**src/rtl/keccak_pkg.sv**
```systemverilog
// Shared constants for the Keccak input padder: standard rates, domain
// separation bytes and the padder state encoding.
package keccak_pkg;

    localparam int RATE_224 = 1152;
    localparam int RATE_256 = 1088;
    localparam int RATE_384 = 832;
    localparam int RATE_512 = 576;

    localparam logic [7:0] DSB_KECCAK = 8'h01;
    localparam logic [7:0] DSB_SHA3   = 8'h06;
    localparam logic [7:0] PAD_END    = 8'h80;

    localparam logic [1:0] ST_ABSORB = 2'd0;
    localparam logic [1:0] ST_PAD    = 2'd1;
    localparam logic [1:0] ST_FULL   = 2'd2;
    localparam logic [1:0] ST_DONE   = 2'd3;

endpackage

```
**src/rtl/keccak_pad_word.sv**
```systemverilog
// Builds one W-bit word for the block register: passes data through, or
// truncates to byte_num bytes and appends the domain byte and final 0x80 bit.
module keccak_pad_word
    import keccak_pkg::*;
#(
    parameter int         W   = 32,
    parameter logic [7:0] DSB = DSB_KECCAK,
    localparam int        BW  = $clog2(W/8)
) (
    input  logic [W-1:0]  in,
    input  logic [BW-1:0] byte_num,
    input  logic          is_last,
    input  logic          is_final_slot,
    output logic [W-1:0]  word
);
    localparam int NB = W / 8;

    always_comb begin
        // NOTE: default assignment first so no path leaves word unassigned (no latch).
        word = '0;
        // Byte 0 is the most-significant byte, matching the host byte order.
        for (int k = 0; k < NB; k++) begin
            if (!is_last || (BW'(k) < byte_num))
                word[W-1-8*k -: 8] = in[W-1-8*k -: 8];
            else if (BW'(k) == byte_num)
                word[W-1-8*k -: 8] = DSB;
        end
        if (is_final_slot)
            word[7:0] = word[7:0] | PAD_END;
    end

endmodule

```
**src/rtl/keccak_padder_param.sv**
```systemverilog
// Packs a W-bit message stream into RATE-bit blocks and applies multi-rate
// padding with a configurable domain-separation byte.
module keccak_padder_param
    import keccak_pkg::*;
#(
    parameter int         W    = 32,
    parameter int         RATE = RATE_512,
    parameter logic [7:0] DSB  = DSB_KECCAK,
    localparam int        BW   = $clog2(W/8)
) (
    input  logic            clk,
    input  logic            reset,
    input  logic [W-1:0]    in,
    input  logic            in_ready,
    input  logic            is_last,
    input  logic [BW-1:0]   byte_num,
    output logic            buffer_full,
    output logic [RATE-1:0] out,
    output logic            out_ready,
    output logic            out_last,
    input  logic            f_ack
);
    localparam int            SLOTS     = RATE / W;
    localparam int            CW        = $clog2(SLOTS + 1);
    localparam logic [CW-1:0] LAST_SLOT = CW'(SLOTS - 1);

    logic [1:0]    state;
    logic [CW-1:0] count;
    logic          last_flag;
    logic          accept;
    logic          insert;
    logic          pad_last;
    logic          final_slot;
    logic [W-1:0]  pad_in;
    logic [W-1:0]  word;

    assign buffer_full = (state == ST_FULL);
    assign out_ready   = (state == ST_FULL);
    assign out_last    = out_ready & last_flag;

    assign accept     = (state == ST_ABSORB) && in_ready && !buffer_full;
    assign insert     = accept || (state == ST_PAD);
    assign pad_in     = (state == ST_PAD) ? '0 : in;
    assign pad_last   = accept && is_last;
    // The 0x80 end bit only belongs to the last slot of the final block.
    assign final_slot = (count == LAST_SLOT) && ((state == ST_PAD) || pad_last);

    keccak_pad_word #(.W(W), .DSB(DSB)) u_pad_word (
        .in            (pad_in),
        .byte_num      (byte_num),
        .is_last       (pad_last),
        .is_final_slot (final_slot),
        .word          (word)
    );

    // NOTE: sequential state uses non-blocking assignments so every register
    // samples pre-edge values regardless of statement order.
    always_ff @(posedge clk) begin
        if (!reset) begin
            state     <= ST_ABSORB;
            count     <= '0;
            last_flag <= 1'b0;
            out       <= '0;
        end else begin
            if (insert) begin
                out   <= {out[RATE-W-1:0], word};
                count <= count + 1'b1;
            end
            case (state)
                ST_ABSORB: begin
                    if (accept) begin
                        if (is_last)
                            last_flag <= 1'b1;
                        if (count == LAST_SLOT)
                            state <= ST_FULL;
                        else if (is_last)
                            state <= ST_PAD;
                    end
                end
                ST_PAD: begin
                    if (count == LAST_SLOT)
                        state <= ST_FULL;
                end
                ST_FULL: begin
                    if (f_ack) begin
                        count <= '0;
                        state <= last_flag ? ST_DONE : ST_ABSORB;
                    end
                end
                default: ;
            endcase
        end
    end

endmodule

```
**config.mk**
```make
export PLATFORM = sky130hd
export DESIGN_NAME = keccak_padder_param
export DESIGN_NICKNAME = d
export VERILOG_FILES = /design/src/rtl/keccak_pkg.sv /design/src/rtl/keccak_pad_word.sv /design/src/rtl/keccak_padder_param.sv
export SDC_FILE = /design/constraint.sdc
export NUM_CORES = 1
export LEC_CHECK = 0
export BUFFER_PORTS_ARGS = -buffer_cell sky130_fd_sc_hd__buf_2
export CAP_MARGIN = 10
export CORE_MARGIN = 5
export CORE_UTILIZATION = 28
export DETAILED_ROUTE_END_ITERATION = 8
export GPL_TIMING_DRIVEN = 0
export SETUP_SLACK_MARGIN = 0.2
export SYNTH_ARGS = -nofsm -noshare
export SYNTH_HDL_FRONTEND = slang
export SYNTH_SLANG_ARGS = --single-unit
```
**constraint.sdc**
```tcl
create_clock -name clk -period 1.6 [get_ports clk]
set_input_delay 0.24 -clock clk [delete_from_list [all_inputs] [get_ports clk]]
set_output_delay 0.24 -clock clk [all_outputs]
set_load 0.02 [all_outputs]
```
==> results.toml <==
[outcome]
status = "finished, violations left"
violations = "negative setup slack"

[pwr]
power_mw = 42.40
p_comb_frac = 0.272
p_clk_frac = 0.370
swShare = 0.3196
p_switching_mw = 13.55
ir_drop_mv = 0.8614
p_seq_frac = 0.357
p_int_mw = 28.85
leakagePower_nw = 12.44
power_density_nw_per_um2 = 1408

[floorplan]
dieWidth_um = 278.6
die_h_um = 278.6
rows = 98
die_area_um2 = 77590
num_io_pins = 618
initial_core_util = 0.2825
coreArea_um2 = 71490

[grt]
grt_pass1_vias = 19743
grt_pass1_wl_um = 125900
grt_start_max_net_pins = 14
grt-ovfl-total = 0
track_usage = 0.2084
antenna_found_initial = 0

[synthesis]
synth_common_cells = "nand2_1 (1,094), dfxtp_1 (584), a21oi_1 (548)"
synthFlopType = "dfxtp_1"
synth_compound_area_frac = 0.1540
synthesis.area_um2 = 20190
async_flop_share = 0
synth_seq_cells = 584
synth_top_family_by_area = "simple AND/OR/NAND/NOR gates"
syn_nets = 2576
netlist_top_cells_area = "dfxtp_1 (58%), nand2_1 (20%), a21oi_1 (14%)"
synth_cell_types = 42
synth_cells = 2531
synth-adder-area-share = 0.003717
yosysWarningCount = 0
synth.avg_cell_area_um2 = 7.979
ys_seq_area_frac = 0.5789
synthXorXnorAreaFrac = 0.001301
synth_edf_count = 0
yosysMostFrequentCell = "nand2_1"
synth_top_cell_area_share = 0.5789
yosys.area.top_type = "dfxtp_1"
synth_simple_gate_area_frac = 0.2165
synthMuxAreaShare = 0.001053

[timing]
period_minus_slack_ps = 1974
tightest_slew_ps = 930.6
setup_viol_count_final = 582
slew_viol_final = 0
hold_viol = 0
rsz0062_at_grt = "true"
finalCritPeriodShare = 1.233
setup_ws_ps = -373.6
max-slew-margin-rel = 0.3796
fmax_ghz = 0.5067
finClkSkew_ps = 30.86

[setup_path]
crit_arrival_ps = 2410
crit_type = "in2reg"
critPathMaxFanout = 10
cp.required_ps = 2030
crit_path_start_kind = "input port"
end_kind = "flop"

[drt]
wl_um = 89220
first_pass_iters = 5
num_vias = 20953
vias_per_cell = 4.867
postRouteAntennaNets = 0
detail_route.iter0.violations = 1293
drcViolationCount = 0
avgRoutedWirePerCell_um = 20.72

[clock_network]
tritoncts = "yes"
cts_htree_levels = 3
clk_latency_ps = 610
cts_buffer_depth = 3
clock-sinks = 584
clkTransAtPathRegs_ps = 60
cts_buffers = 67
root_buffer = "clkbuf_16"

[final_layout]
drive_gt1_frac = 0.3520
fin_util = 0.4212
syn2layout_area_growth_pct = 49.08
antennaDiodeCount = 0
final_nets = 3347

[placed_design]
place_ws_ps = -869.8
dpl.hpwl_um = 66300
port_buffers = 617
gp_congestion = 0.8816

[job]
maxCapViolCount = 0

[hold_path]
hp-class = "in2reg"
[what timing repair did]
action	in CTS	in global routing
hold buffers	33	0
gates resized for setup	138	339
setup endpoints to repair	1120	1135
endpoints found under the hold margin	31	0
pin swaps	7	69
gates cloned	7	23
buffers inserted	21	1
[worst paths after layout]
path / cells after the start / slack (ps) / to / startpoint
min reg2reg: 2 / 450 / out[548] / out[548]
min: 4 / 90 / out[8] / in[8]
max reg2reg: 11 / -330 / out[36] / state[0]
max: 6 / -370 / out[92] / reset
[logic make-up after synthesis]
kind of cell / after synthesis
AOI/OAI and AO/OA: 595
muxes: 2
adders and majority gates: 6
and+or+nand+nor: 1144
buffers and inverters: 197
xor gates and xnor gates: 3
DFF: 584
[flip-flops by register name, indices dropped and copies added, names as in the netlist]
signal	count
out	576
count	5
state	2
last_flag	1
[area by class of cell]
cell class	count	area, um2
multi-input combinational	1751	8880
inverter	7	33.78
buffer	190	1619
sequential	584	11700
clock inverter	27	315.3
tap	950	1189
timing repair buffer	701	4418
clock buffer	95	1953
fill	7175	41380
[through the flow]
step / hold slack (ps) / TNS, ps / std cells / instance area, um2
finish: 94.97 / -152550 / 4305 / 30110
global route: 79.93 / -187270 / 4305 / 30110
CTS: 39.98 / -147210 / 4281 / 28260
detailed placement: 440.7 / -371020 / 4098 / 24750
global placement: 436.3 / -369290 / 4098 / 24750
floorplan: 365.8 / -3768 / 2531 / 20480
[placed cells by master (no fill, tap or decap), drive strengths merged, types with 6 or more instances in the layout]
| cell | Yosys | final |
|---|---|---|
| nand2 | 1095 | 1096 |
| buf | 92 | 739 |
| dfxtp | 584 | 584 |
| a21oi | 548 | 548 |
| clkbuf | 98 | 214 |
| dlygate4sd3 | 0 | 33 |
| nor2 | 30 | 30 |
| a22oi | 21 | 21 |
| inv | 7 | 15 |
| clkinv | 0 | 13 |
| a32o | 7 | 7 |
| o21ai | 7 | 7 |
| ha | 6 | 6 |
[power by group through the flow]
stage / registers (mW) / logic [mW] / clock network (mW)
2_1_floorplan: 15.6 / 4.65 / 0
3_3_place_gp: 15.4 / 7.26 / 0
3_5_place_dp: 15.4 / 7.23 / 0
4_1_cts: 15.1 / 9.26 / 15.9
5_1_grt: 15.2 / 12.2 / 16.5
6_report: 15.1 / 11.6 / 15.7
[critical path: stages]
cell      delay [ps]
buf_2            130
inv_1            130
buf_2            410
buf_1            740
clkbuf_1         630
a21oi_1           90
[per-layer routing]
metal  wire length [um]  vias to the layer above  global-route usage
met1              36590                    10137              0.2622
met5                  0                        -                   0
li1                   -                     9813                   -
met3               7342                      167             0.05587
met4               2853                        0             0.07062
met2              42440                      836              0.3477
No activity file was read; power rests on OpenSTA's default activity.
